### config.mk
export PLATFORM = sky130hd
export DESIGN_NAME = hilo_div_unit_flat
export DESIGN_NICKNAME = d
export VERILOG_FILES = /design/src/rtl/hilo_div_if.sv /design/src/rtl/hilo_div_unit.sv /design/src/flat_wrapper.sv
export SDC_FILE = /design/constraint.sdc
export NUM_CORES = 1
export LEC_CHECK = 0
export BUFFER_PORTS_ARGS = -buffer_cell sky130_fd_sc_hd__buf_2
export CAP_MARGIN = 20
export CORE_UTILIZATION = 47
export CTS_CLUSTER_SIZE = 8
export DETAILED_ROUTE_END_ITERATION = 12
export PLACE_DENSITY = 0.69
export SETUP_SLACK_MARGIN = 0.4
export SLEW_MARGIN = 10
export SYNTH_ARGS = -nofsm -noshare
export SYNTH_HDL_FRONTEND = slang
export SYNTH_SLANG_ARGS = --single-unit
### constraint.sdc
create_clock -name clk -period 4.25 [get_ports clk]
set_input_delay 0.85 -clock clk [delete_from_list [all_inputs] [get_ports clk]]
set_output_delay 0.85 -clock clk [all_outputs]
set_load 0.02 [all_outputs]
### src/rtl/hilo_div_if.sv
// hilo_div_if
//   Groups the HI/LO write port, the divider request/operand port and the
//   divider status outputs of hilo_div_unit into one bundle.
//   Ports (all carried as interface signals):
//     we_i, hi_i, lo_i          WB-stage HI/LO commit
//     hi_o, lo_o                architectural HI/LO registers
//     div_start_i, div_signed_i divide request and signedness
//     dividend_i, divisor_i     divide operands
//     div_annul_i               flush of the in-flight divide
//     stall_o                   hold request toward the pipeline controller
//     div_ready_o, div_zero_o   one-cycle completion pulses
//   Modports: master (pipeline side) drives requests, slave (unit side) answers.
interface hilo_div_if #(
    parameter int WIDTH = 32
);
    logic             we_i;
    logic [WIDTH-1:0] hi_i;
    logic [WIDTH-1:0] lo_i;
    logic [WIDTH-1:0] hi_o;
    logic [WIDTH-1:0] lo_o;
    logic             div_start_i;
    logic             div_signed_i;
    logic [WIDTH-1:0] dividend_i;
    logic [WIDTH-1:0] divisor_i;
    logic             div_annul_i;
    logic             stall_o;
    logic             div_ready_o;
    logic             div_zero_o;

    modport master (
        output we_i, hi_i, lo_i, div_start_i, div_signed_i,
               dividend_i, divisor_i, div_annul_i,
        input  hi_o, lo_o, stall_o, div_ready_o, div_zero_o
    );

    modport slave (
        input  we_i, hi_i, lo_i, div_start_i, div_signed_i,
               dividend_i, divisor_i, div_annul_i,
        output hi_o, lo_o, stall_o, div_ready_o, div_zero_o
    );
endinterface

### src/rtl/hilo_div_unit.sv
// hilo_div_unit
//   Holds the architectural HI and LO registers, commits WB-stage writes and
//   runs an iterative restoring divider (DIV/DIVU) whose quotient lands in LO
//   and remainder in HI. Requests a pipeline stall while a divide is running.
//   Ports:
//     clk   pipeline clock, rising edge
//     rst   asynchronous reset, active-low
//     bus   hilo_div_if slave modport (WB write, divide request, status)
module hilo_div_unit #(
    parameter int WIDTH = 32
) (
    input  logic       clk,
    input  logic       rst,
    hilo_div_if.slave  bus
);
    localparam int CNT_W = $clog2(WIDTH + 1);

    typedef enum logic [1:0] {
        IDLE = 2'd0,
        BUSY = 2'd1,
        DONE = 2'd2
    } state_t;

    // Two's-complement negate when neg is set; used for magnitudes and fixup.
    function automatic logic [WIDTH-1:0] cond_negate(input logic [WIDTH-1:0] v,
                                                     input logic neg);
        logic [WIDTH-1:0] r;
        if (neg) begin
            r = (~v) + {{(WIDTH-1){1'b0}}, 1'b1};
        end else begin
            r = v;
        end
        return r;
    endfunction

    state_t           state_r;
    logic [WIDTH-1:0] hi_r;
    logic [WIDTH-1:0] lo_r;
    logic [WIDTH-1:0] rem_r;
    logic [WIDTH-1:0] quot_r;
    logic [WIDTH-1:0] divisor_r;
    logic [CNT_W-1:0] count_r;
    logic             neg_quot_r;
    logic             neg_rem_r;
    logic             zero_r;
    logic             ready_r;
    logic             zero_pulse_r;

    logic [WIDTH:0]   rem_sh_s;
    logic             ge_s;
    logic [WIDTH-1:0] rem_next_s;
    logic [WIDTH-1:0] dividend_mag_s;
    logic [WIDTH-1:0] divisor_mag_s;
    logic [WIDTH-1:0] quot_fix_s;
    logic [WIDTH-1:0] rem_fix_s;
    logic             accept_s;

    // Divider datapath: one restoring step plus operand magnitudes and sign fixup.
    always_comb begin
        rem_sh_s       = {rem_r, quot_r[WIDTH-1]};
        ge_s           = (rem_sh_s >= {1'b0, divisor_r});
        // The true difference is below |divisor|, so the low WIDTH bits are exact.
        rem_next_s     = rem_sh_s[WIDTH-1:0] - divisor_r;
        dividend_mag_s = cond_negate(bus.dividend_i, bus.div_signed_i & bus.dividend_i[WIDTH-1]);
        divisor_mag_s  = cond_negate(bus.divisor_i, bus.div_signed_i & bus.divisor_i[WIDTH-1]);
        quot_fix_s     = cond_negate(quot_r, neg_quot_r);
        rem_fix_s      = cond_negate(rem_r, neg_rem_r);
        accept_s       = (state_r == IDLE) & bus.div_start_i & ~bus.div_annul_i;
    end

    // HI/LO registers, divider FSM and completion pulses.
    always_ff @(posedge clk or negedge rst) begin
        if (!rst) begin
            state_r      <= IDLE;
            hi_r         <= {WIDTH{1'b0}};
            lo_r         <= {WIDTH{1'b0}};
            rem_r        <= {WIDTH{1'b0}};
            quot_r       <= {WIDTH{1'b0}};
            divisor_r    <= {WIDTH{1'b0}};
            count_r      <= {CNT_W{1'b0}};
            neg_quot_r   <= 1'b0;
            neg_rem_r    <= 1'b0;
            zero_r       <= 1'b0;
            ready_r      <= 1'b0;
            zero_pulse_r <= 1'b0;
        end else begin
            ready_r      <= 1'b0;
            zero_pulse_r <= 1'b0;
            if (bus.we_i) begin
                hi_r <= bus.hi_i;
                lo_r <= bus.lo_i;
            end
            case (state_r)
                IDLE: begin
                    if (accept_s) begin
                        quot_r     <= dividend_mag_s;
                        rem_r      <= {WIDTH{1'b0}};
                        divisor_r  <= divisor_mag_s;
                        neg_quot_r <= bus.div_signed_i & (bus.dividend_i[WIDTH-1] ^ bus.divisor_i[WIDTH-1]);
                        neg_rem_r  <= bus.div_signed_i & bus.dividend_i[WIDTH-1];
                        count_r    <= {CNT_W{1'b0}};
                        if (bus.divisor_i == {WIDTH{1'b0}}) begin
                            zero_r  <= 1'b1;
                            state_r <= DONE;
                        end else begin
                            zero_r  <= 1'b0;
                            state_r <= BUSY;
                        end
                    end else begin
                        state_r <= IDLE;
                    end
                end
                BUSY: begin
                    if (bus.div_annul_i) begin
                        state_r <= IDLE;
                    end else begin
                        rem_r   <= ge_s ? rem_next_s : rem_sh_s[WIDTH-1:0];
                        quot_r  <= {quot_r[WIDTH-2:0], ge_s};
                        count_r <= count_r + {{(CNT_W-1){1'b0}}, 1'b1};
                        if (count_r == CNT_W'(WIDTH - 1)) begin
                            state_r <= DONE;
                        end else begin
                            state_r <= BUSY;
                        end
                    end
                end
                DONE: begin
                    state_r <= IDLE;
                    if (!bus.div_annul_i) begin
                        if (zero_r) begin
                            zero_pulse_r <= 1'b1;
                        end else begin
                            // Later assignment: the divide (younger) beats a same-edge WB write.
                            hi_r    <= rem_fix_s;
                            lo_r    <= quot_fix_s;
                            ready_r <= 1'b1;
                        end
                    end
                end
                default: begin
                    state_r <= IDLE;
                end
            endcase
        end
    end

    assign bus.hi_o        = hi_r;
    assign bus.lo_o        = lo_r;
    assign bus.div_ready_o = ready_r;
    assign bus.div_zero_o  = zero_pulse_r;
    // Stall covers the request cycle itself, so EX holds from the moment a start is seen.
    assign bus.stall_o     = accept_s | (state_r == BUSY);
endmodule
### src/flat_wrapper.sv
// flat-port wrapper written by rule: the top's interface ports become plain ports
module hilo_div_unit_flat 
#(
    parameter int WIDTH = 32
)
  (clk, rst, bus_we_i, bus_hi_i, bus_lo_i, bus_div_start_i, bus_div_signed_i, bus_dividend_i, bus_divisor_i, bus_div_annul_i, bus_hi_o, bus_lo_o, bus_stall_o, bus_div_ready_o, bus_div_zero_o);
  hilo_div_if #(.WIDTH(WIDTH)) bus_i ();
  input  logic clk;
  input  logic rst;
  input wire logic [$bits(bus_i.we_i)-1:0] bus_we_i;
  input wire logic [$bits(bus_i.hi_i)-1:0] bus_hi_i;
  input wire logic [$bits(bus_i.lo_i)-1:0] bus_lo_i;
  input wire logic [$bits(bus_i.div_start_i)-1:0] bus_div_start_i;
  input wire logic [$bits(bus_i.div_signed_i)-1:0] bus_div_signed_i;
  input wire logic [$bits(bus_i.dividend_i)-1:0] bus_dividend_i;
  input wire logic [$bits(bus_i.divisor_i)-1:0] bus_divisor_i;
  input wire logic [$bits(bus_i.div_annul_i)-1:0] bus_div_annul_i;
  output wire logic [$bits(bus_i.hi_o)-1:0] bus_hi_o;
  output wire logic [$bits(bus_i.lo_o)-1:0] bus_lo_o;
  output wire logic [$bits(bus_i.stall_o)-1:0] bus_stall_o;
  output wire logic [$bits(bus_i.div_ready_o)-1:0] bus_div_ready_o;
  output wire logic [$bits(bus_i.div_zero_o)-1:0] bus_div_zero_o;
  assign bus_i.we_i = bus_we_i;
  assign bus_i.hi_i = bus_hi_i;
  assign bus_i.lo_i = bus_lo_i;
  assign bus_i.div_start_i = bus_div_start_i;
  assign bus_i.div_signed_i = bus_div_signed_i;
  assign bus_i.dividend_i = bus_dividend_i;
  assign bus_i.divisor_i = bus_divisor_i;
  assign bus_i.div_annul_i = bus_div_annul_i;
  assign bus_hi_o = bus_i.hi_o;
  assign bus_lo_o = bus_i.lo_o;
  assign bus_stall_o = bus_i.stall_o;
  assign bus_div_ready_o = bus_i.div_ready_o;
  assign bus_div_zero_o = bus_i.div_zero_o;
  hilo_div_unit #(.WIDTH(WIDTH)) u_core (.clk(clk), .rst(rst), .bus(bus_i));
endmodule
==> results.ini <==
[run_status]
outcome = finished, final reports clean

[critical_path]
arrival_ns = 3.70
ff2ff_setup_slack_ns = 0.90
worstPathRequired_ns = 4.61
critPathMaxFanout = 3
crit_family = compound AO/OA/AOI/OAI gates
cp_slowest_cell = or4_1
max_stage_delay_ns = 0.54
r2r-start = u_core.quot_r[31]
worstSetupEndpointType = register
r2r_end = u_core.rem_r[30]
critical_path.cell_chain = inv_1, ha_1, inv_1, fa_1, a21o_1, a311o_1, a211oi_1, nor2_1, or4_1, a41oi_2, o21ai_1, xnor2_1, o21ai_0
start_kind = register
cpMostUsedCell = inv_1
path_class = register to register
reg2reg_depth = 13
crit_buf_inv = 2

[yosys]
ys_types = 70
async_reset_ff_share_pct = 100
synth_area_per_cell_um2 = 8.28
ys_seq_elements = 173
synth-edff-count = 0
synth_top_flop_cell = dfrtp_1
synth-warning-count = 0
seq_area_frac_synth_pct = 36.2
syn_inst = 1443
synth_nets = 1615
syn_area_mm2 = 0.0120

[grt]
gr-usage-all-layers_pct = 25.1
grt_pass1_wl_mm = 52.1
grt_overflow_total = 0
grt_pass1_vias = 9744
grt_start_max_net_pins = 130
antenna_found_initial = 2

[floorplan]
start_util_pct = 48.6
die_w_um = 161
rows = 57
dieArea_mm2 = 0.0261
ioPinCount = 201
fp.dieH_um = 161
coreArea_mm2 = 0.0246

[sta]
worst_slew_pin_slew_ns = 1.03
fin_crit_ns = 3.35
tns_ns = 0
finalClockSkew_ns = 0.0185
rsz0062_at_grt = no
setup_viol = 0
fin_crit_sh_pct = 78.7
hold_viol = 0
clock.fmax_mhz = 299
maxSlewViolCount = 0
relSlewSlack_pct = 31.1
setup_ws_ns = 0.904

[final_layout]
layout.nets = 1767
fin_cells = 1934
multi_input_area_mm2 = 0.00714
nFillCells = 2282
regArea_mm2 = 0.00433
area_growth_pct = 15.6
drive_above_1_share_pct = 17.2

[place]
place_hpwl_mm = 24.6
gp_congestion = 0.934
dp.cells = 1900
portBuffers = 200
post-place-ws_ns = 0.963

[clock_network]
htreeDepth = 4
cts.sinks = 173
tritoncts = yes
numCtsBuffers = 17
cts-root-buf = clkbuf_16
insertion_delay_ns = 0.44
cts_hold_buf = 0
clkTransAtPathRegs_ns = 0.08
clock_path_buffers = 2
cts_setup_buffers = 0
cts_resized = 0

[worst_hold_path]
hold_path.class = primary input to asynchronous set/reset pin

[detailed_routing]
routed_wl_mm = 32.3
routed_via_density = 5.54
drcViolationCount = 0
antenna_left = 0
vias = 10700
wl_per_cell_um = 16.7
drt_pass1_iterations = 5
drt-initial-drc-count = 888

[pwr]
p_total_mw = 7.73
irDropWorstVdd_v = 0.000261
leakage_nw = 6.17
power_density_mw_per_mm2 = 560

[run]
cap_violations = 0

[layer usage]
| layer | routed length [µm] | global-route usage (%) | vias up | share of wire [%] |
|---|---|---|---|---|
| met5 | 0 | 0 | - | 0 |
| met3 | 2260 | 3.75 | 31 | 7.0 |
| li1 | - | - | 5397 | - |
| met4 | 410 | 6.26 | 0 | 1.3 |
| met2 | 13000 | 34.8 | 347 | 40 |
| met1 | 16600 | 40.0 | 4946 | 51 |
[cells in the mapped netlist, drive strengths merged, types with 3 or more instances]
cell | number | area, µm²
mux2i | 63 | 631
nor2 | 91 | 349
and2 | 6 | 37.5
a22oi | 4 | 30.0
o211ai | 5 | 37.5
nor3 | 20 | 100
a21boi | 4 | 30.0
a41oi | 3 | 41.3
and3 | 5 | 31.3
nor3b | 4 | 30.0
o31ai | 27 | 221
or4 | 14 | 120
o22ai | 4 | 25.0
nand3 | 26 | 135
or2 | 6 | 37.5
clkbuf | 64 | 240
inv | 51 | 191
buf | 17 | 85.1
or3 | 10 | 62.6
nand2b | 16 | 115
a21oi | 109 | 549
dfrtp | 173 | 4330
o41ai | 9 | 78.8
ha | 37 | 463
nor4 | 15 | 124
nand2 | 212 | 796
o21bai | 6 | 45.0
a32oi | 5 | 43.8
a21o | 9 | 67.6
a311o | 4 | 40.0
a31oi | 5 | 31.3
a211oi | 13 | 97.6
xnor2 | 87 | 762
o21ai | 208 | 1050
a22o | 4 | 35.0
xor2 | 58 | 508
nand4 | 11 | 68.8
nor2b | 15 | 93.8
o21a | 3 | 22.5
[flip-flops by register name (all words and copies together) (netlist names)]
register / flops
u_core.bus.hi_o: 32
u_core.bus.lo_o: 32
u_core.neg_quot_r: 1
u_core.state_r: 2
u_core.neg_rem_r: 1
u_core.bus.div_ready_o: 1
u_core.count_r: 6
u_core.quot_r: 32
u_core.divisor_r: 32
u_core.zero_r: 1
u_core.rem_r: 32
u_core.bus.div_zero_o: 1
[through the flow]
step / util [%] / hold slack (ns) / instance area, µm²
final: 56.2 / 0.425 / 13800
after detailed placement: 53.7 / 0.472 / 13200
after CTS: 56.1 / 0.470 / 13800
after global routing: 56.2 / 0.492 / 13800
after global placement: 53.7 / 0.460 / 13200
after floorplan: - / 0.450 / 12000
[layout by cell type (no fill, tap or decap), types with 15 or more instances in the layout]
cell         n
xnor2_1     87
a21oi_1    108
ha_1        37
o21ai_1     15
nor2_1      88
nand3_1     25
mux2i_1     63
nand2_1    212
o21ai_0    191
nor3_1      20
xor2_1      58
buf_2      198
dfrtp_1    173
clkbuf_16   17
o31ai_1     25
inv_1       51
[how the worst max path moves through the flow]
stage                      start                to  slack, ns  cells past startpoint
2_1_floorplan  u_core.quot_r[31]  u_core.rem_r[30]       1.23                     13
3_3_place_gp   u_core.quot_r[31]  u_core.rem_r[30]       1.03                     13
3_5_place_dp   u_core.quot_r[31]  u_core.rem_r[30]       0.96                     13
4_1_cts        u_core.quot_r[31]  u_core.rem_r[30]       0.94                     13
5_1_grt        u_core.quot_r[31]  u_core.rem_r[30]       0.76                     13
6_report       u_core.quot_r[31]  u_core.rem_r[30]       0.90                     13
[kinds of logic after synthesis]
group | synth area share, %
compound gates | 21.4
xor+xnor | 10.6
fa+ha+maj | 4.04
buf+inv | 4.32
flops | 36.2
mux | 5.28
simple gates | 18.1
[worst register-to-register path, stage by stage, from the launching register on]
cell,delay [ns]
dfrtp_1,0.41
inv_1,0.12
ha_1,0.17
inv_1,0.05
fa_1,0.40
a21o_1,0.21
a311o_1,0.37
a211oi_1,0.22
nor2_1,0.13
or4_1,0.54
a41oi_2,0.26
o21ai_1,0.13
xnor2_1,0.13
o21ai_0,0.13
[where the power goes]
part           internal, mW  total, mW  switching [mW]
Clock                 0.795       1.58           0.784
Combinational          1.50       3.68            2.18
Sequential             1.97       2.47           0.505
[area by class of cell]
class	count	share of cell area, %
Inverter	51	1.39
Antenna cell	2	0.0362
Tap cell	324	2.93
Clock inverter	15	1.21
Sequential cell	173	31.3
Timing Repair Buffer	214	8.34
Multi-Input combinational cell	1138	51.7
Clock buffer	17	3.08
Note: power is estimated with default switching activity, not from simulation.
